[config.mk]
export PLATFORM = sky130hd
export DESIGN_NAME = counter
export DESIGN_NICKNAME = d
export VERILOG_FILES = /design/src/rtl/counter_pkg.sv /design/src/rtl/counter_gray_enc.sv /design/src/rtl/counter.sv
export SDC_FILE = /design/constraint.sdc
export NUM_CORES = 1
export LEC_CHECK = 0
export CORE_AREA = 2 2 39 41
export CTS_BUF_LIST = sky130_fd_sc_hd__clkbuf_8 sky130_fd_sc_hd__clkbuf_16
export DETAILED_ROUTE_END_ITERATION = 10
export DIE_AREA = 0 0 41 43
export SYNTH_ARGS = -nofsm -noshare
export SYNTH_HDL_FRONTEND = slang
export SYNTH_SLANG_ARGS = --single-unit
[constraint.sdc]
create_clock -name clk -period 1.7 [get_ports clk]
set_input_delay 0.34 -clock clk [delete_from_list [all_inputs] [get_ports clk]]
set_output_delay 0.34 -clock clk [all_outputs]
set_load 0.03 [all_outputs]
[src/rtl/counter_pkg.sv]
// Shared definitions for the counter block: the default width and the
// binary-to-Gray helper that both the encoder and the reference model use.
package counter_pkg;

  // Default width of value/gray
  localparam int unsigned COUNTER_WIDTH = 32'd4;

  // Width the Gray helper works at; callers zero-extend into it and slice out
  localparam int unsigned GRAY_FN_WIDTH = 32'd32;

  // Gray code of a binary number: each bit XORed with its next-higher neighbour
  function automatic logic [GRAY_FN_WIDTH-1:0] bin2gray(input logic [GRAY_FN_WIDTH-1:0] i_bin);
    return i_bin ^ (i_bin >> 1);
  endfunction

endpackage

[src/rtl/counter_gray_enc.sv]
// Combinational binary-to-Gray encoder used to drive the gray output of the counter.
module counter_gray_enc
  import counter_pkg::*;
#(
  parameter int unsigned WIDTH = COUNTER_WIDTH
) (
  input  logic [WIDTH-1:0] i_bin,
  output logic [WIDTH-1:0] o_gray
);

  logic [GRAY_FN_WIDTH-1:0] w_gray_full;

  // The helper works at a fixed width, so widen the input and take the low bits back
  assign w_gray_full = bin2gray(GRAY_FN_WIDTH'(i_bin));
  assign o_gray      = w_gray_full[WIDTH-1:0];

  // Upper bits of the widened result are always zero; fold them away explicitly
  if (WIDTH < GRAY_FN_WIDTH) begin : g_hi
    logic w_unused_hi;
    assign w_unused_hi = ^w_gray_full[GRAY_FN_WIDTH-1:WIDTH];
  end

endmodule

[src/rtl/counter.sv]
// Free-running up-counter: counts STEP per clock, wraps modulo MAX+1, clears
// asynchronously while reset is low, and exposes a terminal-count flag and a
// Gray-coded copy of the count. The port order (value, clk, reset, ...) keeps
// older three-port positional instances legal.
module counter
  import counter_pkg::*;
#(
  parameter int unsigned WIDTH       = COUNTER_WIDTH,
  parameter int unsigned MAX         = (32'd1 << WIDTH) - 32'd1,
  parameter int unsigned STEP        = 32'd1,
  parameter int unsigned RESET_VALUE = 32'd0
) (
  output logic [WIDTH-1:0] value,
  input  logic             clk,
  input  logic             reset,
  output logic             tc,
  output logic [WIDTH-1:0] gray
);

  // Parameter limits: a bad combination stops elaboration
  if (WIDTH == 32'd0 || WIDTH > 32'd31) begin : g_bad_width
    $fatal(1, "counter: WIDTH must be in 1..31");
  end
  if (MAX >= (32'd1 << WIDTH)) begin : g_bad_max
    $fatal(1, "counter: MAX must be below 2**WIDTH");
  end
  if (STEP == 32'd0 || STEP > MAX) begin : g_bad_step
    $fatal(1, "counter: STEP must satisfy 1 <= STEP <= MAX");
  end
  if (RESET_VALUE > MAX) begin : g_bad_reset_value
    $fatal(1, "counter: RESET_VALUE must not exceed MAX");
  end

  // Arithmetic constants, one bit wider than the count so the sum cannot overflow
  localparam logic [WIDTH:0]   C_MAX   = (WIDTH + 1)'(MAX);
  localparam logic [WIDTH:0]   C_STEP  = (WIDTH + 1)'(STEP);
  localparam logic [WIDTH:0]   C_MOD   = C_MAX + {{WIDTH{1'b0}}, 1'b1};
  localparam logic [WIDTH-1:0] C_MAX_W = WIDTH'(MAX);
  localparam logic [WIDTH-1:0] C_RESET = WIDTH'(RESET_VALUE);

  logic [WIDTH-1:0] r_value;
  logic [WIDTH:0]   w_sum;
  logic [WIDTH:0]   w_wrapped;
  logic [WIDTH-1:0] w_next;
  logic             w_unused_carry;

  assign w_sum = {1'b0, r_value} + C_STEP;

  // Next count: advance by STEP and fold back into 0..MAX once the sum passes MAX
  always_comb begin
    w_wrapped = w_sum;
    if (w_sum > C_MAX) begin
      w_wrapped = w_sum - C_MOD;
    end else begin
      w_wrapped = w_sum;
    end
  end

  // The wrapped result is always <= MAX, so its top bit carries nothing
  assign w_next         = w_wrapped[WIDTH-1:0];
  assign w_unused_carry = w_wrapped[WIDTH];

  // Count register: cleared at once while reset is low, released on a sampling clk edge
  always_ff @(posedge clk or negedge reset) begin
    if (!reset) begin
      r_value <= C_RESET;
    end else begin
      r_value <= w_next;
    end
  end

  assign value = r_value;
  assign tc    = (r_value == C_MAX_W);

  counter_gray_enc #(
    .WIDTH (WIDTH)
  ) u_gray_enc (
    .i_bin  (r_value),
    .o_gray (gray)
  );

endmodule

; After elaboration in Yosys (flattened, before gate mapping)
; Cells that the tools add are included.
; W data, S select, Z words.
[op_classes]
n_addsub = 2
magnitude_cmp = 1
n_eq_ne = 1
n_mux = 1
bitwise = 1
[ops]
columns = operator, n
row1 = $add A4 B1 Y5 const B, 1
row2 = $gt A5 B4 Y1 const B, 1
row3 = $eq A4 B4 Y1 const B, 1
row4 = $mux W4, 1
row5 = $sub A4 B1 Y4 const B, 1
row6 = $xor A4 B3 Y4, 1
[word_totals]
reg_bits = 4
in_bits = 2
elab_cells = 7

; Logic depth before layout (Yosys ltp)
[depth]
ltp_word = 3
mapped_depth = 3

; By module
; Synthesis repeated with hierarchy kept, for this count alone.
[unflattened]
hier_cells = 14
hier_area_um2 = 185.2
[by_module_without_submodules]
columns = module, n_inst, cells_per_inst, area_each_um2, seq_area_each_um2
row1 = counter, 1, 10, 151.4, 100.1
row2 = counter_gray_enc, 1, 4, 33.8, 0.0

; Least setup slack after synthesis
; OpenSTA, ideal clock, no wires.
[synth_path]
path_kind = reg-to-output
start = register r_value[0], in the netlist value[0]
end = output tc
arrival_ns = 1.046
path_slack_ns = 0.314
path_stages_with_launch = 3
path_buffers = 0
path_cell_list = dfrtp_1 ha_1 and2_1
[synth_between]
elab_chain_len = 1
[synth_rtl]
columns = item, line
row1 = from (decl), counter.sv:41  ; logic [WIDTH-1:0] r_value;
row2 = from (signal assigned), counter.sv:68  ; r_value <= w_next;
row3 = $eq A4 B4 Y1, counter.sv:73  ; assign tc = (r_value == C_MAX_W);
row4 = to (decl), counter.sv:16  ; output logic tc,
; Every way passes these cells.

; Worst setup path in the final report
[layout_path]
start = register r_value[0], in the netlist value[0]
end = output value[0]
[layout_lines]
columns = item, line
row1 = to (decl), counter.sv:13  ; output logic [WIDTH-1:0] value,
; No word-level cell between the ends.

==> impl_results.md <==
- Count of routing violations after the opening detailed-route iteration: 5
- Number of routed nets with antenna violations: 0
- Final core occ: 0.2505
- Tmin final: roughly 1.6 ns
- Number of iterations in the first detailed-routing pass: 2
- Count of clock tree sinks: 4
- Total number of yosys warnings: 0
- Layout net count: 35
- Detailed-route via count: 153
- DRC Markers: 0
- Average instance area after synthesis: 13.14 µm²
- Average via count per standard cell: about 3.5
- Metal3 WL: 97 µm
- # Max-Cap Violations: 0
- Transition time of the tightest slew-check pin: between 0.3 and 0.4 ns
- Final Hold Vio Count: 0
- Sequential area share after synthesis: 0.5442
- Cell count after placement: 41
- Placement row count: 14
- Post-synthesis cell area: approximately 180 µm²
- WL per Instance: around 11 µm
- Number of post-CTS setup repair buffers: 0
- Synthesis-to-layout area growth: 88.44%
- RSZ-0062 raised after global routing: false
- Gpl congestion: 0.6064
- Synth Area in XOR/XNOR: 0.09524
- Sum of buffers and inverters on the critical path: 1
- Worst path top cell family by delay: buffers and inverters
- Largest family of logic cells by synthesized area: adder cells
- Outcome: completed
- Critical setup path kind: flop to output port
- Number of CTS-inserted buffers: 3
- Commonest non-fill, non-tap cell in the layout: sky130_fd_sc_hd__buf_4
- First-pass GRT wire length: between 700 and 800 µm
- Worst path cell trace: clkdlybuf4s50_1
- Area of the die: 1763 µm²
- Fraction of final layout cells with drive strength greater than 1: 0.3571
- CTS tree: done
- Top Layer Used: met3
- Maximum root-to-sink buffer count: 2
- Simple-gate share of the synthesized area: 0.05442
- Total count of max-transition violations in the final report: 0
- Type of origin of the critical path: flop
- Worst setup path startpoint: value[0]
- Overall overflow remaining after global route: 0
- Number of endpoints failing setup at the final stage: 0
- Later-pin clock latency in the skew report: roughly 0.22 ns
- Floorplan die width: approximately 41 µm
- Arrival time of the worst setup path: roughly 1.3 ns
- Longest individual stage delay on the worst path: 0.70 ns
- Highest-count cells in the layout ignoring fill and taps: sky130_fd_sc_hd__buf_4, sky130_fd_sc_hd__dfrtp_1, sky130_fd_sc_hd__ha_1, sky130_fd_sc_hd__clkbuf_8, sky130_fd_sc_hd__dlymetal6s2s_1
- Post-synthesis sequential element count: 4
- Number of levels the H-tree was split into: 1
- Largest net degree at the start of global routing: 5
- Max Fanout on Critical Path: 4
- Wire length the detailed router placed on met1: approximately 190 µm
- Standard cell core area: 1384 µm²
- Power per cell area: 866.6 nW/µm²
- Antenna Cells: 0
- Detailed route wirelength on metal2: 183 µm
- Routed wire length: 467 µm
- Count of buffers inserted at the top-level ports: 10
- Final clock period utilization by the worst path: 0.9660
- Ports placed on the boundary: 11
- Cell variety after synth: 8
- Type of element capturing the critical path: output port
- Global routing usage summed across all routing layers: 0.06445
- Vias in the first global route: 171
- Worst endpoint required time: 1.36 ns
- Number of flip-flops in the largest register: 4
- Number of antenna violations at the first check in global routing: 0
- Worst hold path type: primary input to asynchronous set/reset pin
- Clock Skews: between 0.003 and 0.004 ns
- Normalized max-slew margin: 0.7832
- Clock transition time at the flip-flop clock pins of the worst setup and hold paths: about 0.030 ns
- Static leakage power: 0.2478 nW
- Post-synthesis cell count: 14
- Maximum operating frequency: about 600 MHz
- Library cell contributing the largest single delay on the critical path: sky130_fd_sc_hd__clkdlybuf4s50_1
- Initial core utilization: 0.1329
- Fraction of the mapped netlist area in compound gates: 0
- Reg-to-Reg Start: value[1]
- Post-synthesis mux area share: 0
- Die H: 43 µm
- Area share of fa/ha/maj cells after synthesis: 0.2041
- CTS Root Buffer Type: sky130_fd_sc_hd__clkbuf_8
- Worst IR Drop VDD: 397.6 µV
- Synthesized Nets: 19
- Non-filler cells, final: 44
report_power, final:
group / internal, W / switching (W) / total, W
combinational: 0.00000204 / 0.00000178 / 0.00000382
clock: 0.000151 / 0.0000496 / 0.000201
sequential: 0.0000959 / 0 / 0.0000959
total: 0.000249 / 0.0000514 / 0.000300
per-stage QoR:
stage | TNS [ns] | area, µm² | setup slack, ns | hold slack, ns | power (W)
CTS | 0 | 342.8 | 0.003201 | 0.3360 | 0.0003053
floorplan | 0 | 183.9 | 0.3138 | 0.04441 | 0.00009698
global placement | 0 | 304.0 | 0.02603 | 0.4648 | 0.0001007
finish | 0 | 346.6 | 0.05778 | 0.3284 | 0.0003004
detailed placement | -0.02419 | 304.0 | -0.02419 | 0.4894 | 0.0001010
global route | 0 | 346.6 | 0.01535 | 0.3394 | 0.0003138
final cells by class:
class / instances / area, µm²
fill: 147 / 1037
sequential: 4 / 100.1
timing repair buffer: 13 / 116.4
tap: 16 / 20.02
multi-input combinational: 7 / 65.06
inverter: 1 / 3.754
clock buffer: 3 / 41.29
synth_stat cells:
cell type / number / share of area
sky130_fd_sc_hd__xnor2_1: 1 / 0.048
sky130_fd_sc_hd__xor2_1: 1 / 0.048
sky130_fd_sc_hd__nand2_1: 1 / 0.020
sky130_fd_sc_hd__inv_1: 1 / 0.020
sky130_fd_sc_hd__ha_1: 3 / 0.20
sky130_fd_sc_hd__buf_4: 2 / 0.082
sky130_fd_sc_hd__and2_1: 1 / 0.034
sky130_fd_sc_hd__dfrtp_1: 4 / 0.54
kinds of logic after synthesis:
| logic type | after synthesis |
|---|---|
| DFF | 4 |
| buffers and inverters | 3 |
| and+or+nand+nor | 2 |
| adders and majority gates | 3 |
| xor gates and xnor gates | 2 |
routing by layer:
metal / vias up / track usage
li1: 70 / -
met1: 70 / 0.06818
met2: 13 / 0.07813
met3: 0 / 0.06283
met4: 0 / 0.04000
met5: - / 0
path summary, 6_finish.rpt:
| check | endpoint | slack [ns] | depth (start not counted) |
|---|---|---|---|
| worst max-delay path | value[0] | 0.06 | 1 |
| min in group clk | value[0] | 0.50 | 1 |
| worst min register to register | value[0] | 0.50 | 1 |
| max in group asynchronous | value[1] | 1.20 | 1 |
| worst max register to register | value[3] | 0.73 | 4 |
| worst min-delay path | value[2] | 0.33 | 1 |
repair_timing:
item	4_1_cts	5_1_grt
gates cloned	0	0
hold endpoints to repair	0	0
endpoints found under the setup margin	2	4
hold buffers	0	0
gates resized for setup	2	5
Note: power is estimated with default switching activity, not from simulation.
